### src/rtl/usb_uart_defs_pkg.sv
// Shared UART definitions for the USB status serial path.
// Holds transmitter state encodings, default clock/baud values and the
// bit-period divider computation. A future UART receiver reuses this package.
package usb_uart_defs_pkg;

  localparam int unsigned DEF_CLK_HZ = 48_000_000;
  localparam int unsigned DEF_BAUD   = 115_200;

  typedef enum logic [2:0] {
    ST_IDLE  = 3'd0,
    ST_REQ   = 3'd1,
    ST_WAIT  = 3'd2,
    ST_START = 3'd3,
    ST_DATA  = 3'd4,
    ST_STOP  = 3'd5
  } tx_state_e;

  // Bit period in clock cycles, rounded to nearest.
  function automatic int unsigned calc_div(input int unsigned clk_hz, input int unsigned baud);
    return (clk_hz + baud / 2) / baud;
  endfunction

  localparam int unsigned DEF_DIV = calc_div(DEF_CLK_HZ, DEF_BAUD);

endpackage

### src/rtl/usb_baud_tick.sv
// Bit-period timer for the status UART.
// Counts 0..DIV-1 and wraps, so bit boundaries never drift.
// Ports:
//   clk48        system clock
//   rst          synchronous active-high reset
//   restart      start a fresh bit period; counter is 0 in the next cycle
//   tick         high during the last cycle of each bit period
//   tick_next_c  high when the next cycle is the last of a bit period
//                (ignores a simultaneous restart)
module usb_baud_tick
  import usb_uart_defs_pkg::*;
#(
  parameter int unsigned DIV = DEF_DIV
) (
  input  logic clk48,
  input  logic rst,
  input  logic restart,
  output logic tick,
  output logic tick_next_c
);

  localparam int unsigned CW = (DIV > 1) ? $clog2(DIV) : 1;
  localparam logic [CW-1:0] LAST = CW'(DIV - 1);
  localparam logic [CW-1:0] PRE  = CW'(DIV - 2);

  logic [CW-1:0] cnt;

  assign tick_next_c = (cnt == PRE);

  // Free-running wrap counter; tick is registered so it aligns with cnt == LAST.
  always_ff @(posedge clk48) begin
    if (rst) begin
      cnt  <= '0;
      tick <= 1'b0;
    end else if (restart) begin
      cnt  <= '0;
      tick <= 1'b0;
    end else begin
      cnt  <= (cnt == LAST) ? '0 : cnt + CW'(1);
      tick <= tick_next_c;
    end
  end

endmodule

### src/rtl/usb_status_uart_tx.sv
// Byte-pull 8N1 UART transmitter draining the USB annunciator's status
// character stream onto the debug serial line.
// Ports:
//   clk48       system clock (48 MHz)
//   rst         synchronous active-high reset
//   en          streaming enable, honoured only at frame boundaries
//   q           character from annunciator, valid with dv
//   dv          annunciator data-valid strobe
//   inc         one-cycle next-character request
//   tx          serial output, idle high
//   busy        high from request through end of stop bit
//   frame_done  one-cycle pulse in the last stop-bit cycle
module usb_status_uart_tx
  import usb_uart_defs_pkg::*;
#(
  parameter int unsigned CLK_HZ  = DEF_CLK_HZ,
  parameter int unsigned BAUD    = DEF_BAUD,
  parameter int unsigned TIMEOUT = 16
) (
  input  logic       clk48,
  input  logic       rst,
  input  logic       en,
  input  logic [7:0] q,
  input  logic       dv,
  output logic       inc,
  output logic       tx,
  output logic       busy,
  output logic       frame_done
);

  localparam int unsigned DIV = calc_div(CLK_HZ, BAUD);
  localparam int unsigned WW  = $clog2(TIMEOUT + 1);
  localparam logic [WW-1:0] WAIT_LAST = WW'(TIMEOUT - 1);

  tx_state_e     state, state_d;
  logic [7:0]    shift, shift_d;
  logic [2:0]    bit_idx, bit_idx_d;
  logic [WW-1:0] wait_cnt, wait_cnt_d;
  logic          inc_d, tx_d, busy_d, frame_done_d;
  logic          restart, tick, tick_next;

  usb_baud_tick #(
    .DIV(DIV)
  ) u_baud (
    .clk48      (clk48),
    .rst        (rst),
    .restart    (restart),
    .tick       (tick),
    .tick_next_c(tick_next)
  );

  // State and registered outputs.
  always_ff @(posedge clk48) begin
    if (rst) begin
      state      <= ST_IDLE;
      shift      <= '0;
      bit_idx    <= '0;
      wait_cnt   <= '0;
      inc        <= 1'b0;
      tx         <= 1'b1;
      busy       <= 1'b0;
      frame_done <= 1'b0;
    end else begin
      state      <= state_d;
      shift      <= shift_d;
      bit_idx    <= bit_idx_d;
      wait_cnt   <= wait_cnt_d;
      inc        <= inc_d;
      tx         <= tx_d;
      busy       <= busy_d;
      frame_done <= frame_done_d;
    end
  end

  // Next state; outputs are decoded from the next state so they register
  // in the same cycle the FSM occupies that state.
  always_comb begin
    state_d    = state;
    shift_d    = shift;
    bit_idx_d  = bit_idx;
    wait_cnt_d = wait_cnt;

    case (state)
      ST_IDLE: begin
        if (en) state_d = ST_REQ;
      end
      ST_REQ: begin
        state_d    = ST_WAIT;
        wait_cnt_d = '0;
      end
      ST_WAIT: begin
        // dv wins over a coincident timeout.
        if (dv) begin
          shift_d = q;
          state_d = ST_START;
        end else if (wait_cnt == WAIT_LAST) begin
          state_d = ST_REQ;
        end else begin
          wait_cnt_d = wait_cnt + WW'(1);
        end
      end
      ST_START: begin
        if (tick) begin
          state_d   = ST_DATA;
          bit_idx_d = '0;
        end
      end
      ST_DATA: begin
        if (tick) begin
          if (bit_idx == 3'd7) begin
            state_d = ST_STOP;
          end else begin
            shift_d   = {1'b0, shift[7:1]};
            bit_idx_d = bit_idx + 3'd1;
          end
        end
      end
      ST_STOP: begin
        if (tick) state_d = en ? ST_REQ : ST_IDLE;
      end
      default: state_d = ST_IDLE;
    endcase

    // Align the bit timer with the first start-bit cycle.
    restart      = (state_d == ST_START) && (state != ST_START);
    inc_d        = (state_d == ST_REQ);
    busy_d       = (state_d != ST_IDLE);
    frame_done_d = (state == ST_STOP) && tick_next;

    case (state_d)
      ST_START: tx_d = 1'b0;
      ST_DATA:  tx_d = shift_d[0];
      default:  tx_d = 1'b1;
    endcase
  end

endmodule

### config.mk
export PLATFORM = sky130hd
export DESIGN_NAME = usb_status_uart_tx
export DESIGN_NICKNAME = d
export VERILOG_FILES = /design/src/rtl/usb_uart_defs_pkg.sv /design/src/rtl/usb_baud_tick.sv /design/src/rtl/usb_status_uart_tx.sv
export SDC_FILE = /design/constraint.sdc
export NUM_CORES = 1
export LEC_CHECK = 0
export ABC_AREA = 0
export ABC_CLOCK_PERIOD_IN_PS = 2100
export BUFFER_PORTS_ARGS = -buffer_cell sky130_fd_sc_hd__buf_2
export CAP_MARGIN = 40
export CORE_ASPECT_RATIO = 0.5
export CORE_MARGIN = 10
export CORE_UTILIZATION = 52
export CTS_CLUSTER_DIAMETER = 40
export DETAILED_ROUTE_END_ITERATION = 10
export PLACE_DENSITY = 0.83
export SLEW_MARGIN = 20
export SYNTH_ARGS = -nofsm -noshare
export SYNTH_HDL_FRONTEND = slang
export SYNTH_SLANG_ARGS = --single-unit
export TNS_END_PERCENT = 1
### constraint.sdc
create_clock -name clk48 -period 2.1 [get_ports clk48]
set_input_delay 0.42 -clock clk48 [delete_from_list [all_inputs] [get_ports clk48]]
set_output_delay 0.42 -clock clk48 [all_outputs]
set_load 0.01 [all_outputs]
==> reports/results.txt, run 1 <==
Counting the buffers created by CTS gives 5. The count of flip-flops with a built-in enable after synthesis is 0, and the layout net count is 205. The worst path setup slack after routing is 0.101 ns. Measured against its own limit, the worst slew margin works out to 62.2%. The number of buffers on the longest clock path is 2. After synthesis, flip-flops and latches occupy 41.8% of the total area. The per-cell via count in the routed design was 5.57; the number of nets still failing antenna checks after routing was 0.

Once the floorplan was initialized, standard cells occupied 53.3% of the core. The main combinational cell family by area after synthesis was simple AND/OR/NAND/NOR gates. For the overall track demand over capacity in global routing, the log shows 11.8%. Global placer's final weighted congestion: 0.783. The first global-routing pass estimated 5.62 mm of wire.

Of the total synthesized cell area, the portion taken by full adders, half adders and majority gates is 4.75%. The synthesized netlist devotes 17.7% of its cell area to compound gates. After synthesis, the largest area contributor takes up 41.8% of total cell area. The cell count after synthesis came out at 169. After clock tree synthesis, the clock-pin slew on the worst setup and hold paths is 0.07 ns. In the synthesized netlist the async set-or-reset flop fraction comes to 0%.

The count of maximum capacitance violations was 0; the remaining global-route overflow was 0. The warning count from the yosys run is 0, and the total I/O pin count is 16. Including well taps, the total number of placed cells is 219. Total die area: 5770 um^2.

TritonCTS built the clock tree. Along the worst path, the maximum fanout reaches 4. The leading register cell type out of synthesis is sky130_fd_sc_hd__dfxtp_1. By area the synthesized netlist is led by sky130_fd_sc_hd__dfxtp_1, sky130_fd_sc_hd__nor2_1, sky130_fd_sc_hd__ha_1, sky130_fd_sc_hd__a222oi_1, sky130_fd_sc_hd__xnor2_1.

Measured along the x axis, the die boundary spans 97.9 um. The number of DRC violations after detailed-routing iteration 0 was 80. Count of endpoints failing setup in the final report: 0. The top cell types in the final layout, fill and taps aside, are sky130_fd_sc_hd__dfxtp_1, sky130_fd_sc_hd__nor2_1, sky130_fd_sc_hd__buf_2. After detailed routing, the average wire length per cell comes to 14.3 um. The nature of the critical path startpoint is a flop.

The slew at the pin with the worst max-slew slack is 0.563 ns, and the distinct cell type count after synthesis is 50. The worst setup path is of the reg -> reg kind. Total power for the finished layout comes to 1.44 mW.

The layout overhead on the synthesized area was 16.3%. VDD sags by at most 0.536 mV. The smallest clock period supported by the final layout is computed as 2.00 ns.

For the clock latency on the worst-skew pair, the log shows 0.30 ns. The final clock period utilization by the worst path is 95.2%. The floorplan has 14 rows. The area fraction in and, or, nand and nor cells after synthesis came out at 23.9%.

The run finished with clean final reports. The total half-perimeter wirelength after legalization and detailed placement is 2.26 mm, and the total of buffers placed on input and output ports is 15. The number of buffers added to fix hold violations after cts is 0.

The clock root buffer was sky130_fd_sc_hd__clkbuf_8. The worst setup path is captured at a flop. The tools report the pre-CTS setup slack as -0.00372 ns. Summed over all cells, the static leakage comes to 0.725 nW.

The slowest library cell on the worst path is sky130_fd_sc_hd__or4b_4. The largest single stage delay on the critical path is 0.52 ns. The final route contains 1271 vias. After detailed routing, the total wire length is 3.26 mm. The proportion of synthesized area in mux cells came out at 1.90%. The final clock skew was 0.00504 ns. For the worst path arrival time, the log shows 2.19 ns. In this run, synthesis produced a sequential element count of 33. Walking the worst path, the cells encountered are ha_2, and3_1, ha_2, or4b_4, a21oi_4, nor2_1, a22o_1.

The run gives 0 as the number of endpoints with negative hold slack in the final report. Ratio of cells with drive above 1 in the final layout: 21.8%. Worst hold path class: in -> reg. STA puts the critical path data required time at 2.29 ns. The most repeated library cell on the critical path is sky130_fd_sc_hd__ha_2. Summed over all instances, the cell type with the most area after synthesis is sky130_fd_sc_hd__dfxtp_1.

Timing would allow up to 500 MHz. The repair_antennas step left the layout with diodes totalling 0. The clock net in this run drives a total of 33 sinks. The pin count of the biggest net entering global routing is 23, and the accumulated negative setup slack is 0 ns. The cell area after synthesis is 1580 um^2, and the post-synthesis xor/xnor area fraction is 4.99%. The vertical die dimension came out at 59.0 um. Setup repair after global routing left no endpoint under its margin. The non-filler instance count after layout came out at 228. Area of the core: 2960 um^2. Leaving out fill and tap cells, the most frequent cell in the layout is sky130_fd_sc_hd__dfxtp_1.

For the end-of-flow core utilization, the log shows 62.0%. The mean cell area of the mapped netlist came out at 9.34 um^2. The number of antenna violations at the first check in global routing came out at 0. The total DRC errors in the routed layout is 0.

Length of the first detailed-routing pass in iterations: 4. In this run the number of H-tree levels came out at 2. For flop-to-flop paths, the worst setup slack is 0.10 ns. The logs give 1248 for the via count of the first global-routing pass and 244 for the number of fill cells. The number of pins exceeding their max-slew limit in the final report is 0, and the power per unit of standard cell area is 785 nW/um^2. The tools report the post-synthesis net count as 187.
-- cell type report --
type / instances / area, um^2 / area share [%]
clock buffer: 6 / 82.6 / 4.50
clock inverter: 2 / 37.5 / 2.04
inverter: 8 / 30.0 / 1.63
multi-input combinational: 118 / 855 / 46.5
sequential: 33 / 662 / 36.0
tap: 40 / 50.0 / 2.72
timing repair buffer: 21 / 120 / 6.54
-- worst paths after layout --
path | startpoint | to | cells after the start
setup / recovery | wait_cnt[1] | wait_cnt[4] | 7
hold / removal | q[7] | shift[7] | 3
setup reg to reg | wait_cnt[1] | wait_cnt[4] | 7
hold reg to reg | bit_idx[2] | bit_idx[2] | 2
-- timing repair --
action / CTS / global route
endpoints found under the setup margin: 2 / 4
gates resized for setup: 1 / 3
pin swaps: 1 / 3
setup buffers: 0 / 1
-- routing by layer --
layer  vias to the layer above  part of all wire, %  GRT usage [%]
met4                         0                  2.4           7.20
met3                        10                  4.1           3.62
met1                       594                   46           13.7
li1                        649                    -              -
met2                        18                   48           19.0
met5                         -                    0              0
-- flip-flops by register name (all words and copies together) (netlist names) --
name and count:
u_baud.cnt 9, shift 8, wait_cnt 5, bit_idx 3, state 3, busy 1, frame_done 1, inc 1
tx 1, u_baud.tick 1
-- worst max-delay path, delay by kind of cell (launching register included) --
family | cells | cell delay [ns]
AND/OR/NAND/NOR | 3 | 0.79
adder cells (fa/ha/maj) | 2 | 0.37
AO/OA/AOI/OAI | 2 | 0.42
flip-flops | 1 | 0.33
-- through the flow --
step,instance area (um^2),hold slack (ns)
after floorplan,1580,0.436
after global placement,1700,0.444
after detailed placement,1700,0.453
after CTS,1820,0.375
after global routing,1840,0.392
final,1840,0.382
-- cells in the mapped netlist, drive strengths merged, types with 3 or more instances --
cell type and count:
nor3 3, nor2 23, o21ai 4, nand3 4
xnor2 5, inv 8, a21oi 6, buf 5
nand2 9, xor2 4, clkbuf 5, ha 6
a222oi 6, mux2i 3, dfxtp 33, nor2b 5
and3b 3
-- power by group --
| group | total [mW] | internal (mW) | switching, mW |
|---|---|---|---|
| Combinational | 0.133 | 0.0645 | 0.0686 |
| Clock | 0.636 | 0.386 | 0.250 |
| Sequential | 0.672 | 0.647 | 0.0246 |
| Total | 1.44 | 1.10 | 0.344 |
-- kinds of logic (layout without fill, tap and decap cells) --
family | Yosys count | count (layout)
AOI/OAI and AO/OA | 33 | 33
DFF | 33 | 33
and+or+nand+nor | 67 | 67
xor gates and xnor gates | 9 | 9
adders and majority gates | 6 | 6
muxes | 3 | 3
buffers and inverters | 18 | 37
No activity file was read; power rests on OpenSTA's default activity.
==> inputs of run 2 (changes only) <==
--- a/config.mk
+++ b/config.mk
@@ -14,6 +14,8 @@
 export CORE_UTILIZATION = 52
 export CTS_CLUSTER_DIAMETER = 40
 export DETAILED_ROUTE_END_ITERATION = 10
+export GPL_TIMING_DRIVEN = 0
+export MAX_ROUTING_LAYER = met4
 export PLACE_DENSITY = 0.83
 export SLEW_MARGIN = 20
 export SYNTH_ARGS = -nofsm -noshare
==> run 2 against run 1 <==
Die area is the same. Combinational power rose by 9.8%. Worst setup slack got worse by 0.045 ns. Count of clock-buffer cells in the layout down 1. Sequential cell count unchanged.
==> reports/results.txt, run 2 (synthesis gave the netlist of run 1 again) <==
Most frequent cells in the layout: sky130_fd_sc_hd__dfxtp_1, sky130_fd_sc_hd__nor2_1, sky130_fd_sc_hd__buf_2 (unchanged). The layout net count is 210 (was 205). For the setup slack of the most critical reg-to-reg path, the log shows 0.06 ns (was 0.10 ns). The nature of the critical path startpoint is a flop (unchanged). The post-CTS clock slew at the launch and capture registers of the worst setup and hold paths is 0.07 ns (about the same), and the cell leakage power is 0.730 nW (was 0.725 nW). The vertical die dimension works out to 59.0 um (unchanged).

The average routed wire per standard cell is 14.6 um (was 14.3 um), and the die width is 97.9 um (unchanged). The run gives 5.63 mm (was 5.62 mm) as the first-pass GRT wire length. Setup repair after global routing left no endpoint under its margin. The slew at the pin with the worst max-slew slack is 0.518 ns (was 0.563 ns), and the number of pins exceeding their max-slew limit in the final report is 0 (unchanged). The clock root buffer is sky130_fd_sc_hd__clkbuf_8 (unchanged).

The number of flip-flops in the largest register works out to 9 (unchanged). The final clock period utilization by the worst path came out at 97.3% (was 95.2%). The total I/O pin count is 16 (unchanged), and the remaining global-route overflow is 0 (unchanged).

The run gives 2 (unchanged) as the number of buffers on the longest clock path. The number of buffers added to fix hold violations after cts is 0 (unchanged). The per-cell via count in the routed design came out at 5.56 (was 5.57). TritonCTS built the clock tree.

Final total power: 1.38 mW (was 1.44 mW). The initial core utilization is 53.3% (unchanged), and the total DRC errors in the routed layout is 0 (unchanged). The worst hold margin is 0.361 ns (was 0.382 ns), and the worst path arrival time is 2.21 ns (was 2.19 ns). The end-of-flow core utilization is 63.1% (was 62.0%). The biggest fanout along the worst timing path came out at 4 (unchanged).

The time the final worst path needs with I/O delays and setup was 2.04 ns (was 2.00 ns); the maximum operating frequency was 489 MHz (was 500 MHz). The row count is 14 (unchanged). The number of nets still failing antenna checks after routing is 0 (unchanged), and the power per unit of standard cell area is 741 nW/um^2 (was 785 nW/um^2). The accumulated negative setup slack is 0 ns (unchanged).

The headroom to the max-slew limit was 65.2% (was 62.2%). The number of DRC violations after detailed-routing iteration 0 came out at 106 (was 80). Critical path data required time: 2.27 ns (was 2.29 ns). Registers with the highest flip-flop counts: u_baud.cnt x9, shift x8, wait_cnt x5 (unchanged). The total half-perimeter wirelength after legalization and detailed placement was 2.28 mm (was 2.26 mm).

For the area of the core, the log shows 2960 um^2 (unchanged). The top register by number of flip-flops is u_baud.cnt (unchanged). The number of levels in the clock H-tree is 2 (unchanged). Critical path endpoint category: a flop (unchanged). The run gives 33 (unchanged) as the clock sink total.

The run finished with clean final reports. The number of antenna violations at the first check in global routing was 0 (unchanged); the clock buffer count from CTS was 5 (unchanged). The critical path class is reg -> reg (unchanged).

The worst hold path class was in -> reg (unchanged). The count of endpoints failing setup in the final report was 0 (unchanged). The clock latency on the worst-skew pair came out at 0.28 ns (was 0.30 ns). The ratio of cells with drive above 1 in the final layout is 21.4% (was 21.8%). The layout overhead on the synthesized area came out at 18.3% (was 16.3%).

The logs give 0 (unchanged) for the count of maximum capacitance violations and 1291 (was 1271) for the via count of the routed design. The via count of the first global-routing pass is 1267 (was 1248), and the total of buffers placed on input and output ports is 15 (unchanged). The tools report the total die area as 5770 um^2 (unchanged). Commonest non-fill, non-tap cell in the layout: sky130_fd_sc_hd__dfxtp_1 (unchanged).

The final clock skew was 0.00705 ns (was 0.00504 ns). Maximum VDD drop: 0.415 mV (was 0.536 mV). Global placer's final weighted congestion: 0.816 (was 0.783).

The pin count of the biggest net entering global routing came out at 11 (was 23). The overall track demand over capacity in global routing is 12.4% (was 11.8%). The tools report the number of endpoints with negative hold slack in the final report as 0 (unchanged).

The length of the first detailed-routing pass in iterations was 4 (unchanged). The tools report the total wirelength of the detailed-routed design as 3.39 mm (was 3.26 mm). The tools report the final antenna diode count as 0 (unchanged).
[run 2: path summary, 6_finish.rpt]
kind | from | end | cells past startpoint
worst max-delay path | wait_cnt[0] | busy | 7
worst min-delay path | rst | state[0] | 2
worst max register to register | wait_cnt[0] | busy | 7
worst min register to register | bit_idx[1] | bit_idx[1] | 2
[run 2: final cells by class]
cell class / instances / area, um^2
Fill cell: 249 / 1090
Multi-Input combinational cell: 118 / 891
Sequential cell: 33 / 664
Timing Repair Buffer: 16 / 82.6
Clock buffer: 5 / 68.8
Tap cell: 40 / 50.0
Buffer: 10 / 46.3
Clock inverter: 2 / 35.0
Inverter: 8 / 30.0
[run 2: per-layer routing]
| layer | wire, um | part of all wire, % | global-route usage [%] |
|---|---|---|---|
| met1 | 1640 | 48 | 13.9 |
| met2 | 1560 | 46 | 19.8 |
| met3 | 141 | 4.2 | 4.21 |
| met4 | 55 | 1.6 | 6.17 |
| met5 | 0 | 0 | - |
[run 2: critical path, stage by stage (launching register included)]
cell                      delay (ns)
sky130_fd_sc_hd__dfxtp_4        0.37
sky130_fd_sc_hd__ha_4           0.16
sky130_fd_sc_hd__and3_4         0.18
sky130_fd_sc_hd__ha_4           0.17
sky130_fd_sc_hd__or3_4          0.35
sky130_fd_sc_hd__a32oi_4        0.25
sky130_fd_sc_hd__a21oi_2        0.10
sky130_fd_sc_hd__or3_1          0.35
[run 2: power by group]
| group | leakage [nW] | total, mW | internal, mW | switching (mW) |
|---|---|---|---|---|
| combinational | 0.407 | 0.146 | 0.0651 | 0.0807 |
| clock | 0.0540 | 0.574 | 0.345 | 0.229 |
| sequential | 0.268 | 0.665 | 0.647 | 0.0173 |
[run 2: stage by stage]
step	instance area, um^2	cells	setup slack [ns]
after floorplan	1580	169	0.0681
after global placement	1700	224	-0.0682
after detailed placement	1700	224	-0.0937
after CTS	1830	232	0.00219
after global routing	1870	232	0.00399
final	1870	232	0.0568
[run 2: repair_timing]
| action | CTS | global route |
|---|---|---|
| buffers inserted | 1 | 0 |
| resized for setup | 4 | 5 |
| pin swaps | 2 | 2 |
| cloned | 0 | 0 |
| endpoints found under the setup margin | 3 | 3 |
==> inputs of run 3 (changes only) <==
--- a/config.mk
+++ b/config.mk
@@ -6,17 +6,17 @@
 export NUM_CORES = 1
 export LEC_CHECK = 0
 export ABC_AREA = 0
-export ABC_CLOCK_PERIOD_IN_PS = 2100
+export ABC_CLOCK_PERIOD_IN_PS = 2400
 export BUFFER_PORTS_ARGS = -buffer_cell sky130_fd_sc_hd__buf_2
 export CAP_MARGIN = 40
 export CORE_ASPECT_RATIO = 0.5
 export CORE_MARGIN = 10
-export CORE_UTILIZATION = 52
+export CORE_UTILIZATION = 51
 export CTS_CLUSTER_DIAMETER = 40
 export DETAILED_ROUTE_END_ITERATION = 10
 export GPL_TIMING_DRIVEN = 0
 export MAX_ROUTING_LAYER = met4
-export PLACE_DENSITY = 0.83
+export PLACE_DENSITY = 0.79
 export SLEW_MARGIN = 20
 export SYNTH_ARGS = -nofsm -noshare
 export SYNTH_HDL_FRONTEND = slang
==> constraint.sdc (replaced) <==
create_clock -name clk48 -period 2.4 [get_ports clk48]
set_input_delay 0.48 -clock clk48 [delete_from_list [all_inputs] [get_ports clk48]]
set_output_delay 0.48 -clock clk48 [all_outputs]
set_load 0.01 [all_outputs]
==> run 3 against run 2 <==
Count of clock-buffer cells in the layout up 1. Highest routed layer unchanged. Sequential power down 13%. Power down 9.6%. Non-clock buffer count down 1. First-iteration DRC count down 35%. Cell count unchanged. Critical endpoint unchanged. Global-route usage down 0.98 points.
==> reports/results.txt, run 3 (synthesis gave the netlist of run 1 again) <==
The flow ran to the end, and the final reports show no timing, DRC or antenna violations. Worst hold path class: in -> reg (unchanged). TritonCTS built the clock tree. The tools report the part of the power in the clock network as 44.3% (was 41.4%). Final clock skew: 0.00660 ns (was 0.00705 ns). The number of nets still failing antenna checks after routing is 0 (unchanged). The row count is 14 (unchanged). For the worst path arrival time, the log shows 2.38 ns (was 2.21 ns).

The accumulated negative setup slack is 0 ns (unchanged). The tools report the critical path endpoint category as a flop (unchanged). Pre-CTS setup slack: 0.193 ns (was -0.0937 ns). The tools report the total I/O pin count as 16 (unchanged). The post-CTS clock slew at the launch and capture registers of the worst setup and hold paths was 0.07 ns (about the same).

Global placer's final weighted congestion: 0.808 (was 0.816). The maximum operating frequency was 452 MHz (was 489 MHz); the total half-perimeter wirelength after legalization and detailed placement was 2.31 mm (was 2.28 mm). The maximum VDD drop is 0.313 mV (was 0.415 mV).

The critical path class was reg -> reg (unchanged). For the total DRC errors in the routed layout, the log shows 0 (unchanged). The clock sink total was 33 (unchanged); the proportion of total power due to net switching was 23.7% (was 23.6%). The number of pins exceeding their max-slew limit in the final report is 0 (unchanged). The most repeated library cell on the critical path is sky130_fd_sc_hd__ha_1 (was sky130_fd_sc_hd__ha_4). The post-cts sizing count was 0 (was 4); the power per unit of standard cell area was 686 nW/um^2 (was 741 nW/um^2).

The final clock period utilization by the worst path works out to 92.3% (was 97.3%). For the clock latency on the worst-skew pair, the log shows 0.29 ns (was 0.28 ns). Setup repair after global routing left no endpoint under its margin. The tools report the initial core utilization as 53.0% (was 53.3%). The logs give 2 (unchanged) for the number of levels in the clock H-tree and 0 (was 1) for the post-CTS repair timing setup buffer count. The tools report the count of maximum capacitance violations as 0 (unchanged). The logs give 2.57 ns (was 2.27 ns) for the critical path data required time and 61.3% (was 63.1%) for the end-of-flow core utilization. The average routed wire per standard cell is 13.9 um (was 14.6 um). The clock root buffer is sky130_fd_sc_hd__clkbuf_8 (unchanged). The highest-utilization routing layer at the global route stage is met2 (unchanged). The internal power consumption came out at 0.955 mW (was 1.06 mW). The tools report the net switching component of the power as 0.296 mW (was 0.327 mW).

Most frequent cells in the layout: sky130_fd_sc_hd__dfxtp_1, sky130_fd_sc_hd__nor2_1, sky130_fd_sc_hd__buf_2 (unchanged). The slew at the pin with the worst max-slew slack was 0.539 ns (was 0.518 ns). The relative contribution of combinational cells to total power is 9.3% (was 10.5%), and the ratio of cells with drive above 1 in the final layout is 19.3% (was 21.4%).

The fraction of power consumed by sequential logic is 46.5% (was 48.0%), and the number of antenna violations at the first check in global routing is 0 (unchanged). The logs give 0 (unchanged) for the remaining global-route overflow and 0 (unchanged) for the number of buffers added to fix hold violations after cts. The overall track demand over capacity in global routing is 11.4% (was 12.4%), and the final antenna diode count is 0 (unchanged). For the area of the core, the log shows 2980 um^2 (was 2960 um^2).

The layout overhead on the synthesized area works out to 15.5% (was 18.3%). The run gives 3.49% (was 4.21%) as the met3 layer usage reported by global route. The tools report the first-pass GRT wire length as 5.38 mm (was 5.63 mm). Routing usage on met2: 17.8% (was 19.8%). The slowest library cell on the worst path was sky130_fd_sc_hd__or3_1 (was sky130_fd_sc_hd__dfxtp_4). The total wirelength of the detailed-routed design was 3.22 mm (was 3.39 mm); the per-cell via count in the routed design was 5.55 (was 5.56). Cell leakage power: 0.729 nW (was 0.730 nW). Registers with the highest flip-flop counts: u_baud.cnt x9, shift x8, wait_cnt x5 (unchanged). The die width came out at 98.7 um (was 97.9 um). Top register by number of flip-flops: u_baud.cnt (unchanged). Total of buffers placed on input and output ports: 15 (unchanged). The biggest fanout along the worst timing path is 4 (unchanged). The combined buffer and inverter count along the critical path is 0 (unchanged). Crit-path cells: ha_1, and3_1, ha_1, or3_4, a32oi_2, a21oi_2, or3_1 (was ha_4, and3_4, ha_4, or3_4, a32oi_4, a21oi_2, or3_1).

Time the final worst path needs with I/O delays and setup: 2.21 ns (was 2.04 ns). The nature of the critical path startpoint was a flop (unchanged). The length of the first detailed-routing pass in iterations was 5 (was 4).

The number of DRC violations after detailed-routing iteration 0 was 69 (was 106). Family with the most delay on the worst path: simple AND/OR/NAND/NOR gates (unchanged). The headroom to the max-slew limit is 63.8% (was 65.2%), and the clock buffer count from CTS is 5 (unchanged). The tools report the layout net count as 209 (was 210).

The via count of the first global-routing pass is 1170 (was 1267). The commonest non-fill, non-tap cell in the layout is sky130_fd_sc_hd__dfxtp_1 (unchanged). The logs give 12 (was 11) for the pin count of the biggest net entering global routing and 5860 um^2 (was 5770 um^2) for the total die area. The number of buffers on the longest clock path came out at 2 (unchanged).

The run gives 0 (unchanged) as the count of endpoints failing setup in the final report. The via count of the routed design was 1288 (was 1291); the number of endpoints with negative hold slack in the final report was 0 (unchanged). The met1 routing resource usage after global routing was 13.8% (was 13.9%); the delay of the slowest cell on the worst path was 0.36 ns (was 0.37 ns).

The worst path setup slack after routing is 0.186 ns (was 0.0568 ns), and the number of flip-flops in the largest register is 9 (unchanged). The vertical die dimension was 59.3 um (was 59.0 um).
-- run 3: final cells by class --
| type | count | area [um^2] |
|---|---|---|
| Inverter | 8 | 30.0 |
| Fill cell | 267 | 1150 |
| Timing Repair Buffer | 15 | 75.1 |
| Clock inverter | 2 | 37.5 |
| Clock buffer | 6 | 82.6 |
| Sequential cell | 33 | 661 |
| Tap cell | 40 | 50.0 |
| Buffer | 10 | 46.3 |
| Multi-Input combinational cell | 118 | 842 |
-- run 3: worst paths after layout --
| path | slack, ns | from | endpoint | depth (start not counted) |
|---|---|---|---|---|
| worst max-delay path | 0.19 | wait_cnt[0] | busy | 7 |
| worst min-delay path | 0.42 | rst | state[0] | 2 |
| worst min register to register | 0.47 | bit_idx[2] | bit_idx[2] | 2 |
| worst max register to register | 0.19 | wait_cnt[0] | busy | 7 |
-- run 3: per-layer routing --
metal	wire, um	up-vias	share of wire, %
met3	125	6	3.9
met4	43	0	1.3
li1	-	653	-
met5	0	-	0
met2	1440	22	45
met1	1620	607	50
-- run 3: worst reg2reg max path, delay by kind of cell (launching register included) --
family | cells | cell delay (ns)
AND/OR/NAND/NOR | 3 | 0.90
adder cells (fa/ha/maj) | 2 | 0.46
AO/OA/AOI/OAI | 2 | 0.39
flip-flops | 1 | 0.35
-- run 3: power groups by stage --
stage,logic [mW],registers (mW),clock network [mW]
final,0.116,0.581,0.554
after global routing,0.131,0.584,0.580
after CTS,0.117,0.581,0.559
after detailed placement,0.115,0.594,0
after global placement,0.112,0.592,0
after floorplan,0.0797,0.593,0
-- run 3: per-stage QoR --
stage / cell area [um^2] / power (mW) / cells / hold WS (ns)
floorplan: 1580 / 0.673 / 169 / 0.436
global placement: 1700 / 0.705 / 224 / 0.444
detailed placement: 1700 / 0.709 / 224 / 0.462
CTS: 1820 / 1.26 / 232 / 0.415
global route: 1820 / 1.29 / 232 / 0.420
finish: 1820 / 1.25 / 232 / 0.423
